## src/rtl/mem_access_ctrl_pkg.sv

```systemverilog
// ---------------------------------------------------------------------------
// mem_pkg
// Shared definitions for the MEM-stage data RAM access controller:
//   - RAM access mode encodings (byte / halfword / word / doubleword)
//   - controller FSM state type
//   - helpers returning the access size and the alignment check for a mode
// ---------------------------------------------------------------------------
package mem_pkg;

    localparam logic [1:0] MODE_BYTE  = 2'b00;
    localparam logic [1:0] MODE_HALF  = 2'b01;
    localparam logic [1:0] MODE_WORD  = 2'b10;
    localparam logic [1:0] MODE_DWORD = 2'b11;

    typedef enum logic [2:0] {
        ST_IDLE  = 3'd0,
        ST_BEAT0 = 3'd1,
        ST_GAP   = 3'd2,
        ST_BEAT1 = 3'd3,
        ST_RESP  = 3'd4
    } state_e;

    // Number of bytes touched by an access of the given mode.
    function automatic logic [3:0] size_of_mode(input logic [1:0] mode);
        logic [3:0] size;
        case (mode)
            MODE_BYTE:  size = 4'd1;
            MODE_HALF:  size = 4'd2;
            MODE_WORD:  size = 4'd4;
            MODE_DWORD: size = 4'd8;
            default:    size = 4'd1;
        endcase
        return size;
    endfunction

    // Halfwords need an even address; words and doublewords need addr[1:0]=0.
    function automatic logic is_misaligned(input logic [1:0] mode, input logic [1:0] addr_lo);
        logic mis;
        case (mode)
            MODE_BYTE:  mis = 1'b0;
            MODE_HALF:  mis = addr_lo[0];
            MODE_WORD:  mis = (addr_lo != 2'b00);
            MODE_DWORD: mis = (addr_lo != 2'b00);
            default:    mis = 1'b1;
        endcase
        return mis;
    endfunction

endpackage

```

## src/rtl/mem_access_ctrl_if.sv

```systemverilog
// ---------------------------------------------------------------------------
// Bus interfaces of mem_access_ctrl.
//   mem_access_ctrl_if : pipeline request/response handshake.
//       master = EX/MEM pipeline side, slave = controller.
//   mem_ram_if         : data RAM pin bundle.
//       master = controller, slave = RAM.
// ---------------------------------------------------------------------------
interface mem_access_ctrl_if;
    logic        req_valid;
    logic        req_ready;
    logic        req_rw;
    logic [1:0]  req_mode;
    logic        req_signed;
    logic [31:0] req_addr;
    logic [31:0] req_wdata;
    logic [31:0] req_wdata_hi;
    logic        stall;
    logic        rsp_valid;
    logic        rsp_err;
    logic [31:0] rsp_data;
    logic [31:0] rsp_data_hi;

    modport master (
        output req_valid, req_rw, req_mode, req_signed, req_addr, req_wdata, req_wdata_hi,
        input  req_ready, stall, rsp_valid, rsp_err, rsp_data, rsp_data_hi
    );

    modport slave (
        input  req_valid, req_rw, req_mode, req_signed, req_addr, req_wdata, req_wdata_hi,
        output req_ready, stall, rsp_valid, rsp_err, rsp_data, rsp_data_hi
    );
endinterface

interface mem_ram_if;
    logic        ram_en;
    logic        ram_rw;
    logic [31:0] ram_addr;
    logic [31:0] ram_din;
    logic [1:0]  ram_mode;
    logic [31:0] ram_dout;

    modport master (
        output ram_en, ram_rw, ram_addr, ram_din, ram_mode,
        input  ram_dout
    );

    modport slave (
        input  ram_en, ram_rw, ram_addr, ram_din, ram_mode,
        output ram_dout
    );
endinterface

```

## src/rtl/mem_access_ctrl_load_extender.sv

```systemverilog
// ---------------------------------------------------------------------------
// load_extender
// Combinational zero/sign extension of raw RAM read data.
//   mode     in  2   access mode (byte/half extend, word/dword pass through)
//   sign_ext in  1   1 = replicate the top data bit, 0 = zero fill
//   raw      in  32  RAM DataOut
//   ext      out 32  extended load value
// ---------------------------------------------------------------------------
module load_extender
    import mem_pkg::*;
(
    input  logic [1:0]  mode,
    input  logic        sign_ext,
    input  logic [31:0] raw,
    output logic [31:0] ext
);

    // Select the fill bit by access width.
    always_comb begin
        ext = raw;
        case (mode)
            MODE_BYTE: ext = {{24{sign_ext & raw[7]}}, raw[7:0]};
            MODE_HALF: ext = {{16{sign_ext & raw[15]}}, raw[15:0]};
            default:   ext = raw;
        endcase
    end

endmodule

```

## src/rtl/mem_access_ctrl.sv

```systemverilog
// ---------------------------------------------------------------------------
// mem_access_ctrl
// MEM-stage initiator for the data RAM. Accepts one load/store per handshake,
// checks alignment and range, drives the RAM pins (doublewords as two word
// beats separated by an idle cycle), extends load data and returns a single
// cycle response. All outputs are registered.
//   clk     in   system clock
//   clr     in   asynchronous active-low reset
//   req_if  slave  request/response handshake (req_*, rsp_*, stall)
//   ram_if  master data RAM pins (ram_en/rw/addr/din/mode, ram_dout)
// ---------------------------------------------------------------------------
module mem_access_ctrl
    import mem_pkg::*;
#(
    parameter int unsigned MEM_BYTES = 256
) (
    input  logic             clk,
    input  logic             clr,
    mem_access_ctrl_if.slave req_if,
    mem_ram_if.master        ram_if
);

    state_e      state_q, state_d;
    logic        accept_s;

    logic [3:0]  req_size_s;
    logic [32:0] req_last_s;
    logic        req_err_s;

    logic        rw_q, rw_d;
    logic [1:0]  mode_q, mode_d;
    logic        sgn_q, sgn_d;
    logic [31:0] addr_q, addr_d;
    logic [31:0] wdata_hi_q, wdata_hi_d;

    logic        req_ready_q, req_ready_d;
    logic        rsp_valid_q, rsp_valid_d;
    logic        rsp_err_q, rsp_err_d;
    logic [31:0] rsp_data_q, rsp_data_d;
    logic [31:0] rsp_data_hi_q, rsp_data_hi_d;

    logic        ram_en_q, ram_en_d;
    logic        ram_rw_q, ram_rw_d;
    logic [1:0]  ram_mode_q, ram_mode_d;
    logic [31:0] ram_addr_q, ram_addr_d;
    logic [31:0] ram_din_q, ram_din_d;

    logic [31:0] ext_s;

    load_extender u_load_extender (
        .mode     (mode_q),
        .sign_ext (sgn_q),
        .raw      (ram_if.ram_dout),
        .ext      (ext_s)
    );

    // Request check: the last byte is computed in 33 bits so a high address cannot wrap into range.
    always_comb begin
        req_size_s = size_of_mode(req_if.req_mode);
        req_last_s = {1'b0, req_if.req_addr} + {29'd0, req_size_s} - 33'd1;
        req_err_s  = is_misaligned(req_if.req_mode, req_if.req_addr[1:0])
                     || (req_last_s >= 33'(MEM_BYTES));
    end

    // FSM state register.
    always_ff @(posedge clk or negedge clr) begin
        if (!clr) begin
            state_q <= ST_IDLE;
        end else begin
            state_q <= state_d;
        end
    end

    // FSM next-state logic; req_valid is only looked at in IDLE.
    always_comb begin
        state_d  = state_q;
        accept_s = 1'b0;
        case (state_q)
            ST_IDLE: begin
                if (req_if.req_valid) begin
                    accept_s = 1'b1;
                    state_d  = req_err_s ? ST_RESP : ST_BEAT0;
                end else begin
                    state_d  = ST_IDLE;
                end
            end
            ST_BEAT0: state_d = (mode_q == MODE_DWORD) ? ST_GAP : ST_RESP;
            ST_GAP:   state_d = ST_BEAT1;
            ST_BEAT1: state_d = ST_RESP;
            ST_RESP:  state_d = ST_IDLE;
            default:  state_d = ST_IDLE;
        endcase
    end

    // FSM output logic: outputs are decoded from the state being entered so the
    // registered pins line up with the state they belong to.
    always_comb begin
        rw_d          = rw_q;
        mode_d        = mode_q;
        sgn_d         = sgn_q;
        addr_d        = addr_q;
        wdata_hi_d    = wdata_hi_q;
        rsp_err_d     = rsp_err_q;
        rsp_data_d    = rsp_data_q;
        rsp_data_hi_d = rsp_data_hi_q;
        ram_en_d      = 1'b0;
        ram_rw_d      = 1'b0;
        ram_mode_d    = MODE_BYTE;
        ram_addr_d    = ram_addr_q;
        ram_din_d     = ram_din_q;
        rsp_valid_d   = 1'b0;
        req_ready_d   = (state_d == ST_IDLE);

        // Latch the request and clear the previous result so stores/errors return 0.
        if (accept_s) begin
            rw_d          = req_if.req_rw;
            mode_d        = req_if.req_mode;
            sgn_d         = req_if.req_signed;
            addr_d        = req_if.req_addr;
            wdata_hi_d    = req_if.req_wdata_hi;
            rsp_err_d     = req_err_s;
            rsp_data_d    = 32'd0;
            rsp_data_hi_d = 32'd0;
        end else begin
            rw_d          = rw_q;
            addr_d        = addr_q;
        end

        // ram_dout is valid at the end of a beat cycle; capture it on that edge.
        if ((state_q == ST_BEAT0) && !rw_q) begin
            rsp_data_d    = ext_s;
        end else if ((state_q == ST_BEAT1) && !rw_q) begin
            rsp_data_hi_d = ram_if.ram_dout;
        end else begin
            rsp_data_d    = rsp_data_d;
        end

        case (state_d)
            // BEAT0 is only entered from IDLE, so the live request fields are used.
            ST_BEAT0: begin
                ram_en_d   = 1'b1;
                ram_rw_d   = req_if.req_rw;
                ram_addr_d = req_if.req_addr;
                ram_din_d  = req_if.req_wdata;
                ram_mode_d = (req_if.req_mode == MODE_DWORD) ? MODE_WORD : req_if.req_mode;
            end
            ST_BEAT1: begin
                ram_en_d   = 1'b1;
                ram_rw_d   = rw_q;
                ram_addr_d = addr_q + 32'd4;
                ram_din_d  = wdata_hi_q;
                ram_mode_d = MODE_WORD;
            end
            ST_RESP: begin
                rsp_valid_d = 1'b1;
            end
            default: begin
                ram_en_d = 1'b0;
            end
        endcase
    end

    // Output and datapath registers.
    always_ff @(posedge clk or negedge clr) begin
        if (!clr) begin
            rw_q          <= 1'b0;
            mode_q        <= MODE_BYTE;
            sgn_q         <= 1'b0;
            addr_q        <= 32'd0;
            wdata_hi_q    <= 32'd0;
            req_ready_q   <= 1'b1;
            rsp_valid_q   <= 1'b0;
            rsp_err_q     <= 1'b0;
            rsp_data_q    <= 32'd0;
            rsp_data_hi_q <= 32'd0;
            ram_en_q      <= 1'b0;
            ram_rw_q      <= 1'b0;
            ram_mode_q    <= MODE_BYTE;
            ram_addr_q    <= 32'd0;
            ram_din_q     <= 32'd0;
        end else begin
            rw_q          <= rw_d;
            mode_q        <= mode_d;
            sgn_q         <= sgn_d;
            addr_q        <= addr_d;
            wdata_hi_q    <= wdata_hi_d;
            req_ready_q   <= req_ready_d;
            rsp_valid_q   <= rsp_valid_d;
            rsp_err_q     <= rsp_err_d;
            rsp_data_q    <= rsp_data_d;
            rsp_data_hi_q <= rsp_data_hi_d;
            ram_en_q      <= ram_en_d;
            ram_rw_q      <= ram_rw_d;
            ram_mode_q    <= ram_mode_d;
            ram_addr_q    <= ram_addr_d;
            ram_din_q     <= ram_din_d;
        end
    end

    assign req_if.req_ready   = req_ready_q;
    assign req_if.stall       = ~req_ready_q;
    assign req_if.rsp_valid   = rsp_valid_q;
    assign req_if.rsp_err     = rsp_err_q;
    assign req_if.rsp_data    = rsp_data_q;
    assign req_if.rsp_data_hi = rsp_data_hi_q;

    assign ram_if.ram_en   = ram_en_q;
    assign ram_if.ram_rw   = ram_rw_q;
    assign ram_if.ram_mode = ram_mode_q;
    assign ram_if.ram_addr = ram_addr_q;
    assign ram_if.ram_din  = ram_din_q;

endmodule

```

## src/flat_wrapper.sv

```systemverilog
// flat-port wrapper written by rule: the top's interface ports become plain ports
module mem_access_ctrl_flat import mem_pkg::*;
#(
    parameter int unsigned MEM_BYTES = 256
)
  (clk, clr, req_if_req_valid, req_if_req_rw, req_if_req_mode, req_if_req_signed, req_if_req_addr, req_if_req_wdata, req_if_req_wdata_hi, req_if_req_ready, req_if_stall, req_if_rsp_valid, req_if_rsp_err, req_if_rsp_data, req_if_rsp_data_hi, ram_if_ram_en, ram_if_ram_rw, ram_if_ram_addr, ram_if_ram_din, ram_if_ram_mode, ram_if_ram_dout);
  mem_access_ctrl_if req_if_i ();
  mem_ram_if ram_if_i ();
  input  logic clk;
  input  logic clr;
  input wire logic [$bits(req_if_i.req_valid)-1:0] req_if_req_valid;
  input wire logic [$bits(req_if_i.req_rw)-1:0] req_if_req_rw;
  input wire logic [$bits(req_if_i.req_mode)-1:0] req_if_req_mode;
  input wire logic [$bits(req_if_i.req_signed)-1:0] req_if_req_signed;
  input wire logic [$bits(req_if_i.req_addr)-1:0] req_if_req_addr;
  input wire logic [$bits(req_if_i.req_wdata)-1:0] req_if_req_wdata;
  input wire logic [$bits(req_if_i.req_wdata_hi)-1:0] req_if_req_wdata_hi;
  output wire logic [$bits(req_if_i.req_ready)-1:0] req_if_req_ready;
  output wire logic [$bits(req_if_i.stall)-1:0] req_if_stall;
  output wire logic [$bits(req_if_i.rsp_valid)-1:0] req_if_rsp_valid;
  output wire logic [$bits(req_if_i.rsp_err)-1:0] req_if_rsp_err;
  output wire logic [$bits(req_if_i.rsp_data)-1:0] req_if_rsp_data;
  output wire logic [$bits(req_if_i.rsp_data_hi)-1:0] req_if_rsp_data_hi;
  output wire logic [$bits(ram_if_i.ram_en)-1:0] ram_if_ram_en;
  output wire logic [$bits(ram_if_i.ram_rw)-1:0] ram_if_ram_rw;
  output wire logic [$bits(ram_if_i.ram_addr)-1:0] ram_if_ram_addr;
  output wire logic [$bits(ram_if_i.ram_din)-1:0] ram_if_ram_din;
  output wire logic [$bits(ram_if_i.ram_mode)-1:0] ram_if_ram_mode;
  input wire logic [$bits(ram_if_i.ram_dout)-1:0] ram_if_ram_dout;
  assign req_if_i.req_valid = req_if_req_valid;
  assign req_if_i.req_rw = req_if_req_rw;
  assign req_if_i.req_mode = req_if_req_mode;
  assign req_if_i.req_signed = req_if_req_signed;
  assign req_if_i.req_addr = req_if_req_addr;
  assign req_if_i.req_wdata = req_if_req_wdata;
  assign req_if_i.req_wdata_hi = req_if_req_wdata_hi;
  assign req_if_req_ready = req_if_i.req_ready;
  assign req_if_stall = req_if_i.stall;
  assign req_if_rsp_valid = req_if_i.rsp_valid;
  assign req_if_rsp_err = req_if_i.rsp_err;
  assign req_if_rsp_data = req_if_i.rsp_data;
  assign req_if_rsp_data_hi = req_if_i.rsp_data_hi;
  assign ram_if_ram_en = ram_if_i.ram_en;
  assign ram_if_ram_rw = ram_if_i.ram_rw;
  assign ram_if_ram_addr = ram_if_i.ram_addr;
  assign ram_if_ram_din = ram_if_i.ram_din;
  assign ram_if_ram_mode = ram_if_i.ram_mode;
  assign ram_if_i.ram_dout = ram_if_ram_dout;
  mem_access_ctrl #(.MEM_BYTES(MEM_BYTES)) u_core (.clk(clk), .clr(clr), .req_if(req_if_i), .ram_if(ram_if_i));
endmodule
```

## config.mk

```make
export PLATFORM = sky130hd
export DESIGN_NAME = mem_access_ctrl_flat
export DESIGN_NICKNAME = d
export VERILOG_FILES = /design/src/rtl/mem_access_ctrl_pkg.sv /design/src/rtl/mem_access_ctrl_if.sv /design/src/rtl/mem_access_ctrl_load_extender.sv /design/src/rtl/mem_access_ctrl.sv /design/src/flat_wrapper.sv
export SDC_FILE = /design/constraint.sdc
export NUM_CORES = 1
export LEC_CHECK = 0
export CORE_ASPECT_RATIO = 0.5
export CORE_UTILIZATION = 40
export DETAILED_ROUTE_END_ITERATION = 8
export PLACE_DENSITY_LB_ADDON = 0.12
export SLEW_MARGIN = 30
export SYNTH_ARGS = -nofsm -noshare
export SYNTH_HDL_FRONTEND = slang
export SYNTH_SLANG_ARGS = --single-unit
```

## constraint.sdc

```tcl
create_clock -name clk -period 2.9 [get_ports clk]
set_clock_uncertainty 0.15 [all_clocks]
set_input_delay 0.725 -clock clk [delete_from_list [all_inputs] [get_ports clk]]
set_output_delay 0.725 -clock clk [all_outputs]
set_load 0.02 [all_outputs]
```

Word-level counts from Yosys, hierarchy flattened
Cells that the tools add are included.
{"block": "classes", "bitwise_logic": 3, "n_mux": 21, "magnitude_cmp": 1, "n_eq_ne": 11, "addsub": 3, "n_reduce_logical": 13}
{"op": "$pmux 32 s2", "count": 3}
{"op": "$mux 32", "count": 5}
{"op": "$add 32x4->33", "count": 1}
{"op": "$ge 33x9->1 const B", "count": 1}
{"op": "$sub 33x1->33 const B", "count": 1}
{"op": "$add 32x3->32 const B", "count": 1}
{"op": "$pmux 4 s4", "count": 1}
{"op": "$pmux 3 s4", "count": 1}
{"op": "$eq 3x2->1 const B", "count": 3}
{"op": "$mux 3", "count": 3}
{"op": "$eq 2x2->1 const B", "count": 3}
{"op": "$eq 3x1->1 const B", "count": 2}
{"op": "$logic_not 3->1", "count": 2}
{"op": "$reduce_bool 2->1", "count": 3}
{"op": "$eq 2x1->1 const B", "count": 2}
{"op": "$logic_not 2->1", "count": 2}
{"op": "$mux 1", "count": 4}
{"op": "$pmux 2 s2", "count": 1}
{"op": "$reduce_or 2->1", "count": 2}
{"op": "$eq 3x3->1 const B", "count": 1}
{"op": "$pmux 1 s3", "count": 1}
{"op": "$and 1x1->1", "count": 2}
{"op": "$logic_and 1x1->1", "count": 2}
{"op": "$mux 2", "count": 1}
{"op": "other kinds (4)", "count": 4}
{"block": "word_totals", "inputBits": 135, "out_inout_bits": 136, "ff_bits": 206, "wordCells": 68}

Depth between registers and ports, before layout
Gate-level depths: netlist (run 1).
{"block": "logic_depth", "depth_word": 12, "mapped_depth": 19, "ltp_nobuf": 17}

Hierarchy
A second synthesis (run 1) with hierarchy kept.
{"block": "unflattened", "hier_cells": 1416, "area_unflattened_um2": 11606.1}
{"module": "mem_access_ctrl", "area_per_inst_um2": 11220.8, "seq_area_each_um2": 5156.2, "instances": 1, "cells_each": 1350}
{"module": "load_extender", "area_per_inst_um2": 385.4, "seq_area_each_um2": 0.0, "instances": 1, "cells_each": 66}

Worst setup path before layout (run 1)
OpenSTA, ideal clock, no wires.
{"block": "synth_path", "kind": "input-to-reg", "startpoint": "input port req_if_req_mode[1]", "endpoint": "register u_core.ram_addr_q[10], in the netlist u_core.ram_if.ram_addr[10]", "path_stages": 17, "slack_ps": -1398, "n_path_buf": 1, "setup_ps": 126, "t_arrival_ps": 4022, "required_ps": 2624, "cell_sequence": "or2_2 ha_1 inv_1 ha_1 inv_1 fa_1 nor2b_4 o31ai_2 a211oi_4 nor3_1 xor2_1 o2111ai_1 a2111oi_2 nand4_2 and2_1 buf_2 a221o_1"}
{"block": "synth_via", "elab_chain_cells": 11, "elab_cells_between_ends": 18, "cone_classes": "add/sub (2); order compare (1); eq/ne (5); mux (6); reduce/logical (4)"}
{"element": "from (decl)", "line_no": "flat_wrapper.sv:13", "rtl": "input wire logic [$bits(req_if_i.req_mode)-1:0] req_if_req_mode;"}
{"element": "$eq 2x2->1 (tied with other cells)", "line_no": "mem_access_ctrl_pkg.sv:26, mem_access_ctrl_pkg.sv:39"}
{"element": "$pmux 4 s4", "line_no": "mem_access_ctrl_pkg.sv:26", "rtl": "case (mode)"}
{"element": "$add 32x4->33", "line_no": "mem_access_ctrl.sv:60", "rtl": "req_last_s = {1'b0, req_if.req_addr} + {29'd0, req_size_s} - 33'd1;"}
{"element": "$sub 33x1->33", "line_no": "mem_access_ctrl.sv:60"}
{"element": "$ge 33x9->1", "line_no": "mem_access_ctrl.sv:62", "rtl": "|| (req_last_s >= 33'(MEM_BYTES));"}
{"element": "$logic_or 1x1->1 *", "line_no": "mem_access_ctrl.sv:62"}
{"element": "$mux 3 *", "line_no": "mem_access_ctrl.sv:82", "rtl": "state_d = req_err_s ? ST_RESP : ST_BEAT0;"}
{"element": "$mux 3 *", "line_no": "mem_access_ctrl.sv:80", "rtl": "if (req_if.req_valid) begin"}
{"element": "$pmux 3 s4 *", "line_no": "mem_access_ctrl.sv:78", "rtl": "case (state_q)"}
{"element": "$eq 3x2->1 or $eq 3x1->1 (tied branches)", "line_no": "mem_access_ctrl.sv:138", "rtl": "case (state_d)"}
{"element": "$pmux 32 s2 or $reduce_bool 2->1 (tied branches)"}
{"element": "to (signal assigned)", "line_no": "mem_access_ctrl.sv:195", "rtl": "ram_addr_q <= ram_addr_d;"}
{"element": "to (decl)", "line_no": "mem_access_ctrl.sv:45", "rtl": "logic [31:0] ram_addr_q, ram_addr_d;"}
Every way passes the cells marked *; elsewhere a longest branch is shown, timed or not.
A chain may end at the register's enable or synchronous reset.

Worst setup path after layout (run 1)
{"block": "layout_path", "startpoint": "input port req_if_req_mode[0]", "endpoint": "register u_core.ram_addr_q[18], in the netlist u_core.ram_if.ram_addr[18]"}
Same word-level chain as after synthesis.

==> results.yml, run 1 <==
power_and_ir_drop:
  cellPowerDensity_nw_per_um2: 444
  p_leak_nw: 7.91
  peakVddDrop_mv: 0.350
synthesis:
  yosys_register_bits: 206
  yosys_warnings: 0
  synth_fp_nets: 1498
  synth_cell_type_count: 78
  avgSynthCellArea_um2: 8.73
  ys_seq_area_share_pct: 44.5
  synth_edf_count: 0
  synthArstFlopShare_pct: 100
  syn_inst: 1326
  syn_area_um2: 11600
  synthFlopType: "dfrtp_1"
grt:
  grt.met2_usage_pct: 42.6
  grtUsageMet1_pct: 36.8
  top_usage_layer: "met2"
  grt_use_met3_pct: 4.70
  grt_max_degree: 79
  track_usage_pct: 26.5
  overflow: 0
  grt_pass1_wl_um: 62400
  grt_pass1_vias: 11300
  antenna_found_initial: 0
critical_path:
  critPathTopFamily: "compound AO/OA/AOI/OAI gates"
  arrival_ps: 4350
  worst_setup_path_start_kind: "input port"
  crit_slowest_cell: "fa_2"
  r2r_slack_ps: 50
  crit_path_frequent_cell: "buf_4"
  cp-end-kind: "flop"
  r2r_end: "u_core.ram_if.ram_addr[31]$_DFFE_PN0P_"
  required_ps: 3150
  cp_slowest_stage_delay_ps: 360
  crit_cells: 22
  path_max_fanout: 8
  crit_chain: "buf_12, or2_4, ha_4, inv_4, ha_4, inv_2, fa_2, nor2b_4, o31ai_4, a211oi_4, buf_4, nor3_4, xor2_2, o2111ai_2, buf_4, buf_6, o2111a_1, o211ai_1, nor4_4, buf_4, buf_12, a221o_1"
  critPathKind: "in -> reg"
  cp.buffers_inverters: 8
  reg2reg_depth: 10
  worstSetupStartpoint: "req_if_req_mode[0]"
  r2r-start: "u_core.addr_q[2]$_DFFE_PN0P_"
timing:
  final-hold-violation-count: 0
  min_period_ps: 4090
  finalMaxSlewViolations: 0
  finalSetupTns_ps: -80100
  setup_ws_ps: -1190
  setup_violations: 72
  fmax_mhz: 244
  slew_headroom_pct: 53.8
  tightest_slew_ps: 693
  fin_crit_sh_pct: 141
  grt_setup_unrepaired: "true"
die:
  dieHeight_um: 122
  io_pins: 271
  dieWidth_um: 243
  dieArea_um2: 29700
  initial_core_util_pct: 41.2
  core_area_um2: 28100
  num_rows: 43
job:
  drv_cap: 0
drt:
  drc: 0
  detail_route.wl_per_cell_um: 18.5
  dr_total_vias: 11600
  dr.pass1.iters: 5
  drtIter0Drc: 787
  detail-route-antenna-nets: 0
  routed_wl_um: 40000
  viasPerCell: 5.36
place:
  placedCellCount: 2107
  port_buffers: 270
  pre_cts_slack_ps: -2370
  gp_congestion: 0.901
  dpl.hpwl_um: 28800
clocking:
  root_buffer: "clkbuf_16"
  clk_latency_ps: 530
  cts_tree: "done"
  postCtsHoldBufs: 0
  cts.path.max_buffers: 3
  cts_buffers: 21
  htree_num_levels: 1
  cts.sinks: 206
  path_clk_slew_ps: 70
cells_and_area:
  area_growth_pct: 53.4
  stdcell_count: 2166
  layout-drive-gt1-share_pct: 22.4
  fin_nets: 1941
min_path:
  hold_path.class: "in -> async"
run_status:
  violations: "setup timing"
  status: "finished, violations left"
==> synthesized netlist by cell type, types with 4 or more instances <==
library cell  instances  area (um2)
buf_6                 9         101
and2_1                6        37.5
nor3_1               13        65.1
or2_2                 4        25.0
or3_1                20         125
a21oi_1              46         230
a21oi_2               6        52.6
ha_1                 36         450
nor2_1               51         191
a211oi_1              7        52.6
or3b_1               32         280
o21a_1               10        75.1
xnor2_1              13         114
o21ai_0             101         505
buf_2                16        80.1
and4_1                7        61.3
a21o_1                8        60.1
clkbuf_1             53         199
a31o_2                9        78.8
nor4_1                6        37.5
nand3_1             112         561
xor2_1               23         201
a221o_1              20         200
nor2b_1               5        31.3
nand2_1             301        1130
buf_1                 6        22.5
nor3b_1               5        37.5
o211ai_1             14         105
dfrtp_1             205        5130
nand2b_1             24         150
a22o_1               17         149
inv_1                48         180
and3_1                7        43.8
nand4_1              16         100
==> cells in the final DEF, fill, tap and decap left out, drive strengths merged, types with 20 or more instances in the layout <==
cell type / netlist / layout
nand2: 303 / 303
clkdlybuf4s50: 0 / 257
buf: 31 / 235
dfrtp: 205 / 205
nand3: 112 / 112
o21ai: 104 / 104
a21oi: 53 / 53
nor2: 51 / 51
inv: 48 / 50
ha: 36 / 36
or3b: 32 / 32
clkbuf: 53 / 28
nand2b: 24 / 24
xor2: 23 / 23
a221o: 20 / 20
or3: 20 / 20
==> through the flow <==
step	total power, mW	utilization (%)	hold slack [ps]	area [um2]
3_5_place_dp	4.68	57.8	312	16200
6_report	7.89	63.3	18.8	17800
2_1_floorplan	3.89	-	279	11800
4_1_cts	7.93	62.9	27.5	17700
5_1_grt	8.23	63.2	47.6	17800
3_3_place_gp	4.66	57.8	309	16200
==> routing by layer <==
layer / wire length (um) / vias up / part of all wire (%)
li1: - / 5547 / -
met1: 18400 / 5651 / 46
met2: 18300 / 335 / 46
met3: 2160 / 71 / 5.4
met4: 1110 / 0 / 2.8
met5: 0 / - / 0
==> final cells by class <==
type,instances,area [um2]
clock buffer,26,584
tap,382,478
clock inverter,11,198
multi-input combinational,988,6430
inverter,48,183
timing repair buffer,504,4730
fill,2377,10300
sequential,206,5160
antenna,1,2.50
==> where the power goes <==
part           switching, mW  internal, mW  total (mW)
Sequential             0.118          3.00        3.12
Clock                   1.25          1.89        3.14
Combinational          0.833         0.804        1.64
==> sequential cells by signal, summed over array words and instances (netlist names) <==
name                       count
u_core.req_if.rsp_valid        1
u_core.req_if.req_ready        1
u_core.req_if.rsp_data_hi     32
u_core.mode_q                  2
u_core.ram_if.ram_rw           1
u_core.ram_if.ram_din         32
u_core.ram_if.ram_addr        32
u_core.req_if.rsp_err          1
u_core.addr_q                 32
u_core.ram_if.ram_en           1
u_core.req_if.rsp_data        32
u_core.ram_if.ram_mode         2
u_core.sgn_q                   1
u_core.state_q                 3
u_core.rw_q                    1
u_core.wdata_hi_q             32
==> logic make-up (layout without fill, tap and decap cells) <==
| group | Yosys count | count (layout) | share of synthesized area [%] |
|---|---|---|---|
| mux | 4 | 4 | 0.367 |
| simple gates | 626 | 626 | 26.3 |
| fa+ha+maj | 37 | 37 | 4.06 |
| other cells | 0 | 1 | 0 |
| xor+xnor | 36 | 36 | 2.72 |
| buf+inv | 132 | 589 | 5.04 |
| compound gates | 285 | 285 | 17.0 |
| flops | 206 | 206 | 44.5 |
==> worst max path at each step <==
| stage | endpoint |
|---|---|
| final | u_core.ram_if.ram_addr[18]$_DFFE_PN0P_ |
| after global routing | u_core.ram_if.ram_addr[14]$_DFFE_PN0P_ |
| after CTS | u_core.ram_if.ram_addr[14]$_DFFE_PN0P_ |
| after detailed placement | u_core.ram_if.ram_mode[0]$_DFF_PN0_ |
| after global placement | u_core.req_if.rsp_valid$_DFF_PN0_ |
| after floorplan | u_core.ram_if.ram_addr[17]$_DFFE_PN0P_ |
==> timing repair <==
item                                    CTS  global route
cloned                                    5             0
pin swaps                                50            13
buffers inserted                         17             2
gates resized for setup                 100            25
endpoints found under the setup margin   72            72
(Power assumes the default switching activity.)
==> inputs of run 2 (changes only) <==
CORE_ASPECT_RATIO = unset   (was 0.5)
RECOVER_POWER = 100   (was unset)
==> results.yml, run 2 (same netlist as run 1, synthesis figures left out) <==
timing:
  holdWs_ps: 323
  fmax_mhz: 250
  finalMaxSlewViolations: 35
  setup_violations: 72
  setup_ws_ps: -1100
  grt_setup_unrepaired: "true"
  min_period_ps: 4000
  slew_headroom_pct: -20.4
  final-hold-violation-count: 0
  fin_crit_sh_pct: 138
  tightest_slew_ps: 1810
die:
  dieWidth_um: 172
  initial_core_util_pct: 41.1
  num_rows: 61
  core_area_um2: 28200
  io_pins: 271
  dieHeight_um: 172
  dieArea_um2: 29600
critical_path:
  cp-end-kind: "flop"
  worst_setup_path_start_kind: "input port"
  required_ps: 3210
  critPathKind: "in -> reg"
  arrival_ps: 4320
  path_max_fanout: 16
clocking:
  cts.path.max_buffers: 3
  clk_latency_ps: 540
  cts_buffers: 24
  root_buffer: "clkbuf_16"
  path_clk_slew_ps: 60
  cts.sinks: 206
  cts_tree: "done"
  htree_num_levels: 1
grt:
  track_usage_pct: 25.0
  antenna_found_initial: 1
  grt_max_degree: 82
  grt_pass1_wl_um: 58700
  grt_pass1_vias: 11100
  overflow: 0
cells_and_area:
  mostFrequentLayoutCells: "nand2_1 (300), dfrtp_1 (205), buf_4 (195)"
  multiInputGateArea_um2: 6450
  stdcell_count: 2163
  stdcell_area_um2: 17700
  fin_nets: 1938
  final_common_cell: "nand2_1"
  ff_latch_area_um2: 5160
  fin_util_pct: 62.8
  area_growth_pct: 52.7
  layout-drive-gt1-share_pct: 22.0
  fill_cells: 2404
drt:
  detail-route-antenna-nets: 0
  viasPerCell: 5.32
  detail_route.wl_per_cell_um: 17.4
  dr_total_vias: 11500
  dr.pass1.iters: 5
  drc: 0
  drtIter0Drc: 735
  routed_wl_um: 37600
place:
  gp_congestion: 0.945
  port_buffers: 270
  pre_cts_slack_ps: -2360
  dpl.hpwl_um: 26000
  placedCellCount: 2090
  place_area_um2: 16100
run_status:
  violations: "capacitance limit, slew limit, setup timing"
  status: "finished, violations left"
min_path:
  hold_path.class: "reg -> reg"
power_and_ir_drop:
  cellPowerDensity_nw_per_um2: 434
  peakVddDrop_mv: 0.446
  p_leak_nw: 8.02
job:
  drv_cap: 1
run 2: cell types whose count changed in the layout (fill, tap and decap cells not counted), sizes merged:
| cell | before | now |
|---|---|---|
| and2 | 7 | 10 |
| buf | 235 | 219 |
| bufinv | 5 | 1 |
| clkbuf | 28 | 43 |
| clkdlybuf4s15 | 2 | 0 |
| clkdlybuf4s50 | 257 | 120 |
| clkinv | 4 | 5 |
| clkinvlp | 0 | 1 |
| diode | 1 | 2 |
| dlygate4sd3 | 0 | 138 |
| dlymetal6s2s | 2 | 4 |
| dlymetal6s4s | 0 | 1 |
| inv | 50 | 48 |
run 2: report_power, final:
group / internal (mW) / switching [mW]
registers: 3.00 / 0.117
logic: 0.787 / 0.811
clock network: 1.72 / 1.24
total: 5.51 / 2.17
run 2: routing by layer:
metal	global-route usage (%)	wire length, um	vias up
met1	33.3	16300	5507
met5	0	0	-
met2	41.2	17500	379
met3	4.51	2500	74
li1	-	-	5556
met4	7.96	1320	0
run 2: area by class of cell:
cell class / count / share of cell area, %
Multi-Input combinational cell: 991 / 36.5
Sequential cell: 206 / 29.2
Timing Repair Buffer: 495 / 26.3
Clock buffer: 36 / 3.88
Tap cell: 378 / 2.68
Inverter: 48 / 1.05
Clock inverter: 7 / 0.418
Antenna cell: 2 / 0.0283
run 2: final timing paths:
| check | startpoint | to | slack [ps] | depth (start not counted) |
|---|---|---|---|---|
| setup / recovery | req_if_req_mode[1] | u_core.ram_if.ram_din[14]$_DFFE_PN0P_ | -1100 | 20 |
| hold / removal | u_core.wdata_hi_q[30]$_DFFE_PN0P_ | u_core.wdata_hi_q[30]$_DFFE_PN0P_ | 320 | 2 |
| setup reg to reg | u_core.addr_q[2]$_DFFE_PN0P_ | u_core.ram_if.ram_addr[31]$_DFFE_PN0P_ | 180 | 9 |
| hold reg to reg | u_core.wdata_hi_q[30]$_DFFE_PN0P_ | u_core.wdata_hi_q[30]$_DFFE_PN0P_ | 320 | 2 |
| max in group asynchronous | clr | u_core.ram_if.ram_din[27]$_DFFE_PN0P_ | 200 | 3 |
| min in group asynchronous | clr | u_core.req_if.rsp_data_hi[19]$_DFF_PN0_ | 1170 | 2 |
run 2: per-stage QoR:
stage / total power, mW / TNS, ps
floorplan: 3.89 / -79460
global placement: 4.62 / -159540
detailed placement: 4.64 / -164550
CTS: 7.69 / -75030
global route: 8.03 / -87300
finish: 7.68 / -76390
run 2: repair_timing:
action / in CTS / in global routing
hold buffers: 1 / 0
pin swaps: 33 / 26
buffers inserted: 13 / 6
resized for setup: 73 / 55
endpoints found under the hold margin: 32 / 0
endpoints found under the setup margin: 72 / 72
cloned: 7 / 1
run 2: critical path, stage by stage:
cell,delay [ps]
buf_8,110
or2_4,250
ha_4,160
inv_2,60
ha_4,130
inv_2,40
fa_2,390
nor2b_4,170
o31ai_4,80
a211oi_4,300
buf_6,160
o311ai_4,110
a31o_1,290
mux2_4,220
and4_4,220
nand4_4,120
buf_12,190
buf_16,160
or3b_1,350
nand3_1,80
==> inputs of run 3 (changes only) <==
ABC_AREA = 1   (was unset)
==> results.yml, run 3 <==
cells_and_area:
  final_common_cell: "nand2_1"
  layout-drive-gt1-share_pct: 22.2
  stdcell_area_um2: 18900
  area_growth_pct: 55.8
  mostFrequentLayoutCells: "nand2_1 (612), clkdlybuf4s50_1 (245), buf_4 (205), dfrtp_1 (205), nand3_1 (187)"
  fin_nets: 2369
synthesis:
  syn_area_um2: 12100
  synth.most_common_cell: "nand2_1"
  yosysTopAreaCell: "dfrtp_1"
  avgSynthCellArea_um2: 6.98
  syn_inst: 1735
  synth_cell_type_count: 36
  synthArstFlopShare_pct: 100
  synth_edf_count: 0
  yosys_register_bits: 206
  yosys_warnings: 0
  netlist.area_leader.share_pct: 42.4
  synthFlopType: "dfrtp_1"
  netlist_top_cells_area: "dfrtp_1 (42%), nand2_1 (21%), nand3_1 (8.9%)"
  synth_fp_nets: 1907
  ys_seq_area_share_pct: 42.6
  synthTopCellsByCount: "nand2_1 (686), nand3_1 (216), dfrtp_1 (205)"
drt:
  viasPerCell: 5.06
  dr_total_vias: 13200
  drc: 0
  drtIter0Drc: 919
  dr.pass1.iters: 5
  routed_wl_um: 44200
  detail-route-antenna-nets: 0
  detail_route.wl_per_cell_um: 16.9
power_and_ir_drop:
  p_seq_share_pct: 38.7
  combPwrFrac_pct: 23.1
  netSwitchingPower_mw: 2.34
  peakVddDrop_mv: 0.377
  internal-power_mw: 5.72
  p_leak_nw: 9.38
  switching_share_pct: 29.1
  power.clock.fraction_pct: 38.3
  cellPowerDensity_nw_per_um2: 427
place:
  gp_congestion: 0.911
  dpl.hpwl_um: 30200
  place_area_um2: 16600
  port_buffers: 270
timing:
  tightest_slew_ps: 1430
  finalSetupTns_ps: -31160
  finalMaxSlewViolations: 0
  grt_setup_unrepaired: "true"
  setup_violations: 73
  min_period_ps: 3400
  final-hold-violation-count: 0
  fin_crit_sh_pct: 117
  setup_ws_ps: -499
  fmax_mhz: 294
  slew_headroom_pct: 4.72
grt:
  grt_pass1_vias: 12900
  grt_pass1_wl_um: 68400
  grt_max_degree: 169
  top_usage_layer: "met2"
  track_usage_pct: 27.9
  antenna_found_initial: 2
  grt_use_met3_pct: 3.81
  overflow: 0
  grt.met2_usage_pct: 47.0
  grtUsageMet1_pct: 37.0
clocking:
  cts.sinks: 206
  clk_latency_ps: 530
  path_clk_slew_ps: 60
  postCtsHoldBufs: 0
  root_buffer: "clkbuf_16"
  cts_buffers: 24
  cts.path.max_buffers: 3
  htree_num_levels: 1
  cts_tree: "done"
min_path:
  hold_path.class: "reg -> reg"
  min-delay-start: "u_core.wdata_hi_q[12]$_DFFE_PN0P_"
  hold_end: "u_core.wdata_hi_q[12]$_DFFE_PN0P_"
  holdPathStages: 2
critical_path:
  path_max_fanout: 5
  worst_setup_path_start_kind: "input port"
  cp-end-kind: "flop"
  required_ps: 3160
  arrival_ps: 3660
  r2r_end: "u_core.ram_if.ram_addr[26]$_DFFE_PN0P_"
  r2r-start: "u_core.addr_q[2]$_DFFE_PN0P_"
  reg2reg_depth: 13
  r2r_slack_ps: 140
  critPathKind: "in -> reg"
die:
  num_rows: 63
  initial_core_util_pct: 40.8
  dieWidth_um: 176
  core_area_um2: 29700
  io_pins: 271
  dieArea_um2: 31000
  dieHeight_um: 176
run_status:
  status: "finished, violations left"
  violations: "setup timing"
job:
  drv_cap: 0
==> run 3: routing by layer <==
| layer | up-vias | share of wire [%] |
|---|---|---|
| li1 | 6470 | - |
| met1 | 6206 | 44 |
| met4 | 0 | 3.0 |
| met3 | 88 | 5.2 |
| met5 | - | 0 |
| met2 | 411 | 48 |
==> run 3: how the worst max path moves through the flow <==
stage	start	endpoint	slack, ps	depth (start not counted)
floorplan	req_if_req_mode[1]	u_core.ram_if.ram_addr[31]$_DFFE_PN0P_	-410	25
global placement	req_if_req_mode[0]	u_core.ram_if.ram_addr[23]$_DFFE_PN0P_	-1510	22
detailed placement	req_if_req_mode[0]	u_core.ram_if.ram_addr[20]$_DFFE_PN0P_	-1530	22
CTS	req_if_req_mode[1]	u_core.ram_if.ram_din[9]$_DFFE_PN0P_	-450	29
global route	req_if_req_mode[1]	u_core.ram_if.ram_addr[8]$_DFFE_PN0P_	-670	27
finish	req_if_req_addr[15]	u_core.ram_if.ram_din[12]$_DFFE_PN0P_	-500	22
==> run 3: cells by family (layout without fill, tap and decap cells) <==
logic type,Yosys count,in the layout,synth area share (%)
AO/OA/AOI/OAI,159,159,7.17
XOR/XNOR,31,31,2.24
adder cells (fa/ha/maj),37,37,3.88
buffers and inverters,245,724,8.02
flip-flops,206,206,42.6
other,0,2,0
AND/OR/NAND/NOR,1057,1057,36.1
==> run 3: layout make-up <==
class                      count  area, um2
sequential                   206       5160
clock inverter                12        129
timing repair buffer         509       4890
inverter                     172        669
tap                          390        488
multi-input combinational   1284       6840
fill                        2701      10900
antenna                        2       5.00
clock buffer                  31        687
==> run 3: power by group through the flow <==
stage / registers, mW / clock network [mW] / logic, mW
finish: 3.12 / 3.09 / 1.86
global route: 3.13 / 3.26 / 2.05
floorplan: 3.14 / 0 / 0.796
CTS: 3.11 / 3.14 / 1.80
detailed placement: 3.16 / 0 / 1.65
global placement: 3.16 / 0 / 1.64
==> run 3: worst max-delay path, stage by stage <==
cell	delay (ps)
clkdlybuf4s50_1	440
ha_1	320
buf_4	150
nand2_2	90
nor2_1	220
inv_2	90
nor3_4	170
nand2_1	100
buf_4	130
nand4_1	80
nand2_1	90
inv_1	80
nor2_1	40
nand2_1	100
nor2_4	50
nand3_4	140
nand2_8	90
buf_12	180
buf_12	120
buf_12	130
nand2_2	50
nand2_1	60
==> run 3: metrics by stage <==
step	setup slack [ps]	utilization (%)	hold WS (ps)	total power, mW	std cells
2_1_floorplan	-405	-	279	3.94	1735
3_3_place_gp	-1510	56.0	311	4.80	2513
3_5_place_dp	-1530	56.0	315	4.81	2513
4_1_cts	-446	62.7	21.3	8.06	2600
5_1_grt	-674	63.5	347	8.45	2606
6_report	-499	63.5	329	8.06	2606
==> run 3: what timing repair did <==
| action | in CTS | in global routing |
|---|---|---|
| pin swaps | 28 | 29 |
| buffers inserted | 34 | 3 |
| resized for setup | 178 | 76 |
| cloned | 11 | 5 |
| endpoints found under the setup margin | 73 | 73 |
